--- src/rtl/hsi_mse_sched.sv ---
// Per-pixel sequencer between the pixel front-end and the MSE datapath / min-max comparator pair.
// Optional build macro HSI_MSE_SCHED_ORDER_CHECK_EN adds an in-order check on returned result refs.
module hsi_mse_sched #(
    parameter int WORD_WIDTH            = 32,
    parameter int HSI_LIBRARY_SIZE      = 256,
    parameter int HSI_LIBRARY_SIZE_ADDR = $clog2(HSI_LIBRARY_SIZE)
) (
    input  logic                             clk,
    input  logic                             rst_n,
    input  logic                             start,
    input  logic [HSI_LIBRARY_SIZE_ADDR:0]   lib_size,
    output logic                             busy,
    output logic                             error,
    output logic                             ref_req_valid,
    input  logic                             ref_req_ready,
    output logic [HSI_LIBRARY_SIZE_ADDR-1:0] ref_req_addr,
    input  logic                             mse_res_valid,
    input  logic [WORD_WIDTH-1:0]            mse_res_value,
    input  logic [HSI_LIBRARY_SIZE_ADDR-1:0] mse_res_ref,
    output logic                             comp_clear,
    output logic                             comp_in_valid,
    output logic [WORD_WIDTH-1:0]            comp_in_value,
    output logic [HSI_LIBRARY_SIZE_ADDR-1:0] comp_in_ref,
    input  logic [WORD_WIDTH-1:0]            comp_min_value,
    input  logic [HSI_LIBRARY_SIZE_ADDR-1:0] comp_min_ref,
    input  logic [WORD_WIDTH-1:0]            comp_max_value,
    input  logic [HSI_LIBRARY_SIZE_ADDR-1:0] comp_max_ref,
    output logic                             done,
    output logic [WORD_WIDTH-1:0]            min_value,
    output logic [HSI_LIBRARY_SIZE_ADDR-1:0] min_ref,
    output logic [WORD_WIDTH-1:0]            max_value,
    output logic [HSI_LIBRARY_SIZE_ADDR-1:0] max_ref
);

    localparam int AW = HSI_LIBRARY_SIZE_ADDR;
    localparam int CW = AW + 1;
    localparam logic [CW-1:0] LIB_MAX  = CW'(HSI_LIBRARY_SIZE);
    localparam logic [CW-1:0] CNT_ZERO = {CW{1'b0}};
    localparam logic [CW-1:0] CNT_ONE  = {{AW{1'b0}}, 1'b1};

    typedef enum logic [2:0] {
        S_IDLE  = 3'd0,
        S_CLEAR = 3'd1,
        S_ISSUE = 3'd2,
        S_WAIT  = 3'd3,
        S_FLUSH = 3'd4,
        S_DONE  = 3'd5
    } state_t;

    state_t                  state_r;
    state_t                  state_s;
    logic [CW-1:0]           issue_cnt_r;
    logic [CW-1:0]           rx_cnt_r;
    logic [CW-1:0]           rx_next_s;
    logic [CW-1:0]           lib_size_r;
    logic                    busy_r;
    logic                    req_valid_r;
    logic                    clear_r;
    logic                    done_r;
    logic                    error_r;
    logic [WORD_WIDTH-1:0]   min_value_r;
    logic [AW-1:0]           min_ref_r;
    logic [WORD_WIDTH-1:0]   max_value_r;
    logic [AW-1:0]           max_ref_r;

    logic                    size_ok_s;
    logic                    start_ok_s;
    logic                    start_bad_s;
    logic                    fwd_window_s;
    logic                    res_accept_s;
    logic                    res_drop_s;
    logic                    req_fire_s;
    logic                    order_err_s;
    logic                    err_set_s;

    assign size_ok_s    = (lib_size != CNT_ZERO) && (lib_size <= LIB_MAX);
    assign start_ok_s   = (state_r == S_IDLE) && start && size_ok_s;
    assign start_bad_s  = (state_r == S_IDLE) && start && !size_ok_s;
    assign fwd_window_s = (state_r == S_ISSUE) || (state_r == S_WAIT);
    // Results beyond the expected count are treated like out-of-window strays.
    assign res_accept_s = mse_res_valid && fwd_window_s && (rx_cnt_r < lib_size_r);
    assign res_drop_s   = mse_res_valid && !res_accept_s;
    assign req_fire_s   = (state_r == S_ISSUE) && ref_req_ready;
    assign rx_next_s    = res_accept_s ? (rx_cnt_r + CNT_ONE) : rx_cnt_r;

`ifdef HSI_MSE_SCHED_ORDER_CHECK_EN
    assign order_err_s  = res_accept_s && (mse_res_ref != rx_cnt_r[AW-1:0]);
`else
    assign order_err_s  = 1'b0;
`endif

    assign err_set_s    = start_bad_s || res_drop_s || order_err_s;

    // Next-state decode for the per-pixel sequence.
    always_comb begin
        state_s = state_r;
        case (state_r)
            S_IDLE: begin
                if (start_ok_s) begin
                    state_s = S_CLEAR;
                end else begin
                    state_s = S_IDLE;
                end
            end
            S_CLEAR: begin
                state_s = S_ISSUE;
            end
            S_ISSUE: begin
                if (req_fire_s && (issue_cnt_r == (lib_size_r - CNT_ONE))) begin
                    state_s = S_WAIT;
                end else begin
                    state_s = S_ISSUE;
                end
            end
            S_WAIT: begin
                // The result accepted this cycle counts toward completion.
                if ((issue_cnt_r == lib_size_r) && (rx_next_s == lib_size_r)) begin
                    state_s = S_FLUSH;
                end else begin
                    state_s = S_WAIT;
                end
            end
            S_FLUSH: begin
                state_s = S_DONE;
            end
            S_DONE: begin
                state_s = S_IDLE;
            end
            default: begin
                state_s = S_IDLE;
            end
        endcase
    end

    // State register plus control outputs registered from the next state.
    always_ff @(posedge clk) begin
        if (!rst_n) begin
            state_r     <= S_IDLE;
            busy_r      <= 1'b0;
            req_valid_r <= 1'b0;
            clear_r     <= 1'b0;
            done_r      <= 1'b0;
        end else begin
            state_r     <= state_s;
            busy_r      <= (state_s != S_IDLE);
            req_valid_r <= (state_s == S_ISSUE);
            clear_r     <= (state_s == S_CLEAR);
            done_r      <= (state_s == S_DONE);
        end
    end

    // Issue and receive counters; one bit wider than the address so a full library does not wrap.
    always_ff @(posedge clk) begin
        if (!rst_n) begin
            issue_cnt_r <= CNT_ZERO;
            rx_cnt_r    <= CNT_ZERO;
        end else if (state_r == S_CLEAR) begin
            issue_cnt_r <= CNT_ZERO;
            rx_cnt_r    <= CNT_ZERO;
        end else begin
            if (req_fire_s) begin
                issue_cnt_r <= issue_cnt_r + CNT_ONE;
            end else begin
                issue_cnt_r <= issue_cnt_r;
            end
            rx_cnt_r <= rx_next_s;
        end
    end

    // Library size captured only when a legal pixel starts.
    always_ff @(posedge clk) begin
        if (!rst_n) begin
            lib_size_r <= CNT_ZERO;
        end else if (start_ok_s) begin
            lib_size_r <= lib_size;
        end else begin
            lib_size_r <= lib_size_r;
        end
    end

    // Sticky error; a new fault wins over the clear from a legal start.
    always_ff @(posedge clk) begin
        if (!rst_n) begin
            error_r <= 1'b0;
        end else if (err_set_s) begin
            error_r <= 1'b1;
        end else if (start_ok_s) begin
            error_r <= 1'b0;
        end else begin
            error_r <= error_r;
        end
    end

    // Result latch; FLUSH samples the comparator after its register stage settles.
    always_ff @(posedge clk) begin
        if (!rst_n) begin
            min_value_r <= {WORD_WIDTH{1'b1}};
            min_ref_r   <= {AW{1'b0}};
            max_value_r <= {WORD_WIDTH{1'b0}};
            max_ref_r   <= {AW{1'b0}};
        end else if (state_r == S_FLUSH) begin
            min_value_r <= comp_min_value;
            min_ref_r   <= comp_min_ref;
            max_value_r <= comp_max_value;
            max_ref_r   <= comp_max_ref;
        end else begin
            min_value_r <= min_value_r;
            min_ref_r   <= min_ref_r;
            max_value_r <= max_value_r;
            max_ref_r   <= max_ref_r;
        end
    end

    assign busy          = busy_r;
    assign error         = error_r;
    assign ref_req_valid = req_valid_r;
    assign ref_req_addr  = issue_cnt_r[AW-1:0];
    assign comp_clear    = clear_r;
    assign done          = done_r;
    assign min_value     = min_value_r;
    assign min_ref       = min_ref_r;
    assign max_value     = max_value_r;
    assign max_ref       = max_ref_r;

    // Forwarding path is combinational; dropped results present zeros to the comparator.
    assign comp_in_valid = res_accept_s;
    assign comp_in_value = res_accept_s ? mse_res_value : {WORD_WIDTH{1'b0}};
    assign comp_in_ref   = res_accept_s ? mse_res_ref : {AW{1'b0}};

endmodule

--- config.mk ---
export PLATFORM = sky130hd
export DESIGN_NAME = hsi_mse_sched
export DESIGN_NICKNAME = d
export VERILOG_FILES = /design/src/rtl/hsi_mse_sched.sv
export SDC_FILE = /design/constraint.sdc
export NUM_CORES = 1
export LEC_CHECK = 0
export BUFFER_PORTS_ARGS = -buffer_cell sky130_fd_sc_hd__buf_4
export CORE_ASPECT_RATIO = 0.5
export CORE_MARGIN = 1
export CORE_UTILIZATION = 51
export DETAILED_ROUTE_END_ITERATION = 8
export GPL_TIMING_DRIVEN = 0
export PLACE_DENSITY_LB_ADDON = 0.12
export SLEW_MARGIN = 10
export SYNTH_ARGS = -nofsm -noshare
export SYNTH_HDL_FRONTEND = slang
export SYNTH_SLANG_ARGS = --single-unit
--- constraint.sdc ---
create_clock -name clk -period 5.7 [get_ports clk]
set_clock_uncertainty 0.2 [all_clocks]
set_input_delay 1.71 -clock clk [delete_from_list [all_inputs] [get_ports clk]]
set_output_delay 1.71 -clock clk [all_outputs]
set_load 0.05 [all_outputs]
==> results by group, run 1 <==
STA
  – Hold WS: 0.262 ns
  – Worst-Margin Slew: between 1 and 1.5 ns
  – Sum Neg Setup Slack: 0 ns
  – Pins over their slew limit: 0
  – Finish-stage setup viols: 0
  – Max_slew headroom: 0.302
  – Final Hold Vio Count: 0
  – Final Critical Period: 5.33 ns
  – RSZ-0062 raised after global routing: no
  – F_max: 0.187 GHz
  – Tcrit/Tclk final: 0.936

Logic synthesis
  – Register bit total from synthesis: approximately 120
  – Ys flop type: dfxtp_1
  – Mapped cell area: approximately 5700 µm²
  – Async SR Flop Fraction: 0
  – Syn Nets: 833
  – Yosys top cell area share: 0.407
  – Area leader, netlist: dfxtp_1
  – Syn_area_per_cell: just over 8 µm²
  – Sequential area share after synthesis: 0.407
  – Top area cells in the synthesized netlist: dfxtp_1 (41%), nand2_1 (12%), a21boi_0 (6.5%), and2_1 (4.8%), xor2_1 (3.6%)
  – Synth unique cells: 58
  – Yosys warns: 0
  – Cell count after synthesis: a little under 700
  – Most numerous cell in the Yosys netlist: nand2_1
  – Commonest cells in the synthesized netlist: nand2_1 (182), dfxtp_1 (115), a21boi_0 (49)
  – Post-synth EDFFs: 0

Run status
  – Status: finished, final reports clean

Critical path
  – CP Cell Sequence: clkbuf_1 > inv_1 > ha_1 > a211oi_2 > o211ai_4 > a21oi_2 > clkbuf_1 > and2_1 > buf_4
  – Critical path fanouts, max: 10
  – Slowest stage cell, crit path: a21oi_2
  – Worst Setup Path Type: flip-flop to primary output
  – WP data arrival: 3.42 ns
  – Worst EP required: 3.79 ns
  – Crit path launch type: flip-flop
  – CP Capture Type: primary output
  – Most used cell, CP: clkbuf_1
  – Crit-path max cell delay: 0.53 ns

Die
  – Die width: 151 µm
  – Core area: 10500 µm²
  – Starting Density: 0.539
  – IO Pins: about 270
  – Row count: 26
  – DIE AREA: ~12000 µm²
  – Die height: 76.4 µm

Power and ir drop
  – Internal: 1630 µW
  – Clock group share of total power: 0.509
  – Pleak: 0.00379 µW
  – Max VDD drop: 0.255 mV
  – Comb power frac: 0.114
  – Switching Fraction: 0.248
  – Power Density: 258 nW/µm²
  – Overall power: 2170 µW
  – Switch Pwr: 538 µW
  – Sequential power share: 0.377

Clock network
  – CTS Hold Bufs: 0
  – Clk slew on worst S/H paths: around 0.060 ns
  – CTS tree: yes
  – CTS resizes: 0
  – Clk sinks: 115
  – Clock insertion delay at the later pin of the skew report: 0.42 ns
  – CTS root buf: clkbuf_16
  – Longest Clk Path Bufs: 2
  – Total number of H-tree levels: 4
  – Num CTS Buffers: 17
  – Post CTS Setup Buffer Count: 0

Placement
  – Post-DP HPWL: 12.7 mm
  – Placed Cells: 1094
  – Placed Area: around 7800 µm²
  – Port Buf Inserts: around 270
  – Gpl congestion: 0.895

Final layout
  – Nets: 1118
  – Inserted Diodes: 0
  – Filler cells: 720
  – P&R area growth vs syn: 49.3%
  – Finished Layout Cells: ~1100
  – Layout cells sized above 1: 0.331
  – Fin area: between 8000 and 9000 µm²

Job
  – Max capacitance violation total: 0

Route
  – Final ANT Viol Nets: 0
  – Via count: 5895
  – Residual DRC: 0
  – Iteration-0 DRC Markers: 328
  – DR vias/cell: 5.24
  – DR WL/cell: 15.4 µm
  – Pre-antenna DRT Iters: 7
  – Drt total wl: 17.4 mm

Global routing
  – Vias in the first global route: 5701
  – First-pass GRT wire length: 27.0 mm
  – GRT overflow: 0
  – Largest net degree at the start of global routing: 17
  – Initial antenna violation count: 0
  – Gr usage total: 0.303

Worst hold path
  – Worst Hold Class: flip-flop to flip-flop
## through the flow
step,setup WS (ns),util
after floorplan,0.330,-
after global placement,0.392,0.747
after detailed placement,0.395,0.747
after CTS,0.384,0.805
after global routing,0.103,0.805
final,0.366,0.805
## sequential cells by signal (all words and copies together) (netlist names)
register	count
issue_cnt_r	9
min_value	32
max_ref	8
done	1
state_r	3
lib_size_r	9
rx_cnt_r	9
min_ref	8
error	1
busy	1
ref_req_valid	1
max_value	32
comp_clear	1
## per-layer routing
| layer | GRT usage | vias to the layer above | part of all wire |
|---|---|---|---|
| met2 | 0.567 | 244 | 0.53 |
| met5 | 0 | - | 0 |
| li1 | - | 2860 | - |
| met1 | 0.296 | 2736 | 0.35 |
| met4 | 0.154 | 0 | 0.034 |
| met3 | 0.0976 | 55 | 0.093 |
## placed cells by master, fill, tap and decap left out, drive strengths merged, types with 11 or more instances in the layout
cell / Yosys / routed
mux2i: 14 / 14
xnor2: 16 / 16
nor2: 26 / 26
buf: 11 / 277
inv: 14 / 19
and2: 43 / 43
ha: 11 / 11
clkbuf: 41 / 59
a21boi: 49 / 49
dfxtp: 115 / 115
nand3: 40 / 40
nor2b: 11 / 11
nand2: 183 / 183
xor2: 23 / 23
## worst max-delay path, delay by kind of cell (launching register included)
| family | cells | cell delay, ns |
|---|---|---|
| compound gates | 3 | 1.00 |
| fa+ha+maj | 1 | 0.34 |
| buf+inv | 4 | 1.13 |
| flops | 1 | 0.32 |
| simple gates | 1 | 0.23 |
## kinds of logic after synthesis
group	synth area share
fa+ha+maj	0.0244
simple gates	0.281
mux	0.0248
flops	0.407
compound gates	0.141
xor+xnor	0.0644
buf+inv	0.0567
## power by group through the flow
| stage | Sequential [µW] | Clock (µW) | Combinational, µW |
|---|---|---|---|
| 5_1_grt | 819 | 1160 | 263 |
| 3_3_place_gp | 835 | 0 | 238 |
| 4_1_cts | 818 | 1110 | 245 |
| 3_5_place_dp | 836 | 0 | 242 |
| 2_1_floorplan | 846 | 0 | 121 |
| 6_report | 819 | 1110 | 247 |
## path summary, 6_finish.rpt
| path | start | end | slack, ns | cells past startpoint |
|---|---|---|---|---|
| worst max register to register | lib_size_r[2] | state_r[1] | 1.97 | 10 |
| worst min-delay path | max_ref[5] | max_ref[5] | 0.26 | 2 |
| worst max-delay path | lib_size_r[2] | comp_in_value[13] | 0.37 | 9 |
| worst min register to register | max_ref[5] | max_ref[5] | 0.26 | 2 |
## cell type report
class	count	area (µm²)	area share
multi-input combinational	506	3030	0.359
sequential	115	2300	0.273
timing repair buffer	266	2000	0.237
clock buffer	18	439	0.0521
buffer	53	268	0.0317
tap	140	175	0.0208
clock inverter	14	174	0.0206
inverter	14	52.6	0.00623
(Power assumes the default switching activity.)
==> run 2: changes to the inputs <==
Settings changed: ABC_AREA set to 1, CORE_UTILIZATION 51 to 50.
Clock period 5.7 ns to 6.81 ns, I/O delays scaled along.
==> results by group, run 2 <==
Clock network
  – Post CTS Setup Buffer Count: 0 (unchanged)
  – Clk slew on worst S/H paths: 0.05 ns (about the same)
  – Total number of H-tree levels: 4 (unchanged)
  – CTS tree: yes
  – Clock insertion delay at the later pin of the skew report: 0.40 ns (-0.02 ns)
  – CTS resizes: 0 (unchanged)
  – Clk sinks: 115 (unchanged)
  – CTS root buf: clkbuf_16
  – CTS Hold Bufs: 0 (unchanged)
  – Longest Clk Path Bufs: 2 (unchanged)
  – Num CTS Buffers: 17 (unchanged)

Placement
  – Port Buf Inserts: 266 (unchanged)
  – Gpl congestion: 0.864 (-3.4%)
  – Post-DP HPWL: 12.2 mm (-3.5%)
  – Placed Cells: 1186 (+8.4%)
  – Dpl ws: 1.20 ns (+0.806 ns)

Critical path
  – Crit path launch type: input port
  – CP Capture Type: primary output
  – CP Cell Sequence: buf_4 > nand3_2 > inv_2 > nand3_4 > buf_8 > clkbuf_1 > nor2_1 > buf_4
  – Most used cell, CP: buf_4
  – Top delay family on crit path: buffers and inverters
  – Worst Setup Path Type: input port to primary output
  – Crit-path max cell delay: 0.24 ns (-0.29 ns)
  – Worst EP required: 4.57 ns (+0.78 ns)
  – WP data arrival: 3.35 ns (-0.07 ns)
  – Slowest stage cell, crit path: buf_4
  – Critical path fanouts, max: 10 (unchanged)
  – Critical path buffer and inverter count: 5 (+1)

Route
  – Residual DRC: 0 (unchanged)
  – Via count: 6003 (+1.8%)
  – DR WL/cell: 13.7 µm (-11%)
  – Final ANT Viol Nets: 0 (unchanged)
  – Drt total wl: 16.7 mm (-3.7%)
  – DR vias/cell: 4.93 (-5.8%)
  – Pre-antenna DRT Iters: 7 (unchanged)
  – Iteration-0 DRC Markers: 249 (-24%)

STA
  – Max_slew headroom: 0.494 (+0.192)
  – Worst-Margin Slew: 0.756 ns (-0.283 ns)
  – Pins over their slew limit: 0 (unchanged)
  – Tcrit/Tclk final: 0.821
  – Hold WS: 0.255 ns (-0.00716 ns)
  – Sum Neg Setup Slack: 0 ns (unchanged)
  – Worst Slack Setup Final: 1.22 ns (+0.851 ns)
  – Finish-stage setup viols: 0 (unchanged)
  – RSZ-0062 raised after global routing: no
  – Final Critical Period: 5.59 ns
  – F_max: 0.179 GHz
  – Final Hold Vio Count: 0 (unchanged)

Logic synthesis
  – Sequential area share after synthesis: 0.431 (+0.0234)
  – Yosys warns: 0 (unchanged)
  – Top area cells in the synthesized netlist: dfxtp_1 (43%), nor2_1 (12%), nand2_1 (10%), o21ai_0 (5.9%), inv_1 (5.8%)
  – Area leader, netlist: dfxtp_1
  – Commonest cells in the synthesized netlist: nor2_1 (174), nand2_1 (147), dfxtp_1 (115)
  – Cell count after synthesis: 780 (+13%)
  – Most numerous cell in the Yosys netlist: nor2_1
  – Post-synth EDFFs: 0 (unchanged)
  – Syn Nets: 925 (+11%)
  – Ys flop type: dfxtp_1
  – Yosys top cell area share: 0.431 (+0.0234)
  – Syn_area_per_cell: 6.85 µm² (-17%)
  – Register bit total from synthesis: 115 (unchanged)
  – Mapped cell area: 5340 µm² (-5.4%)
  – Async SR Flop Fraction: 0 (unchanged)
  – Synth unique cells: 32 (-45%)

Power and ir drop
  – Power Density: 219 nW/µm² (-15%)
  – Clock group share of total power: 0.471 (-0.038)
  – Sequential power share: 0.393 (+0.016)
  – Max VDD drop: 0.206 mV (-19%)
  – Switch Pwr: 455 µW (-16%)
  – Internal: 1320 µW (-20%)
  – Switching Fraction: 0.257 (+0.00908)
  – Pleak: 0.00430 µW (+13%)
  – Comb power frac: 0.136 (+0.022)

Die
  – Core area: 10300 µm² (-1.6%)
  – DIE AREA: 11100 µm² (-3.5%)
  – Starting Density: 0.518 (-0.0212)
  – Die height: 75.1 µm (-1.7%)
  – Row count: 26 (unchanged)
  – Die width: 148 µm (-1.8%)
  – IO Pins: 268 (unchanged)

Job
  – Max capacitance violation total: 0 (unchanged)

Global routing
  – Largest net degree at the start of global routing: 17 (unchanged)
  – First-pass GRT wire length: 25.6 mm (-5.4%)
  – GRT overflow: 0 (unchanged)
  – Vias in the first global route: 5567 (-2.4%)
  – Gr usage total: 0.295 (-0.00742)
  – Initial antenna violation count: 0 (unchanged)

Final layout
  – Finished Layout Cells: 1217 (+8.1%)
  – Most frequent cells in the layout: buf_4 (274), nor2_1 (174), nand2_1 (147)
  – Commonest non-fill, non-tap cell in the layout: buf_4
  – Nets: 1210 (+8.2%)
  – Inserted Diodes: 0 (unchanged)
  – Layout cells sized above 1: 0.301 (-0.0298)
  – P&R area growth vs syn: 51.0%

Run status
  – Status: finished, final reports clean

Worst hold path
  – Worst Hold Class: flip-flop to flip-flop
==> run 2: changes by cell type in the layout (fill, tap and decap cells not counted), sizes merged, moves of 14 or more <==
cell	before	now
nor2	26	178
inv	19	89
o21ai	9	63
a21boi	49	0
and2	43	0
nand2	183	153
nand3	40	59
mux2i	14	0
==> run 2: cell families (layout without fill, tap and decap cells) <==
kind of cell | after synthesis | after routing | share of synthesized area
AND/OR/NAND/NOR | 413 | 413 | 0.322
AO/OA/AOI/OAI | 87 | 87 | 0.0841
flip-flops | 115 | 115 | 0.431
XOR/XNOR | 21 | 21 | 0.0344
adder cells (fa/ha/maj) | 11 | 11 | 0.0258
buffers and inverters | 133 | 430 | 0.103
==> run 2: path summary, 6_finish.rpt <==
| check | startpoint | end | slack [ns] | cells past startpoint |
|---|---|---|---|---|
| hold / removal | min_value[9] | min_value[9] | 0.25 | 2 |
| setup / recovery | mse_res_valid | comp_in_value[29] | 1.22 | 8 |
| setup reg to reg | lib_size_r[4] | busy | 3.91 | 22 |
| hold reg to reg | min_value[9] | min_value[9] | 0.25 | 2 |
==> run 2: through the flow <==
step / instance area [µm²] / utilization / power [µW]
6_report: 8070 / 0.783 / 1770
3_5_place_dp: 7520 / 0.729 / 948
5_1_grt: 8070 / 0.783 / 1830
2_1_floorplan: 5340 / - / 846
4_1_cts: 8070 / 0.783 / 1770
3_3_place_gp: 7520 / 0.729 / 943
==> run 2: layout make-up <==
| type | instances | area, µm² |
|---|---|---|
| Fill cell | 797 | 2240 |
| Multi-Input combinational cell | 532 | 2490 |
| Inverter | 89 | 334 |
| Clock inverter | 9 | 81.3 |
| Sequential cell | 115 | 2300 |
| Clock buffer | 22 | 474 |
| Buffer | 44 | 215 |
| Tap cell | 140 | 175 |
| Timing Repair Buffer | 266 | 2000 |
==> run 2: power groups by stage <==
stage	combinational [µW]	sequential (µW)	clock, µW
floorplan	132	714	0
global placement	234	709	0
detailed placement	239	709	0
CTS	241	695	839
global route	265	696	869
finish	242	695	833
==> run 2: layer usage <==
| metal | up-vias | share of wire | global-route usage |
|---|---|---|---|
| li1 | 3015 | - | - |
| met1 | 2737 | 0.37 | 0.301 |
| met2 | 223 | 0.53 | 0.571 |
| met3 | 28 | 0.085 | 0.0897 |
| met4 | 0 | 0.018 | 0.141 |
| met5 | - | 0 | 0 |
==> run 2: worst register-to-register path: stages (launching register included) <==
cell and delay [ns]:
dfxtp_1 0.46, inv_1 0.14, ha_1 0.31, nand2_1 0.08, nor2_1 0.05, nand2_1 0.08
nor2_2 0.05, nor2_4 0.12, nand3_4 0.12, inv_2 0.12, nand2_1 0.08, nand2_1 0.09
nand2_1 0.07, nand2_1 0.08, nand2_1 0.06, nor2_1 0.22, nand2_1 0.09, nand2_1 0.08
nand2_1 0.06, nand2_1 0.07, nand2_1 0.07, nand2_1 0.06, nand2_1 0.05
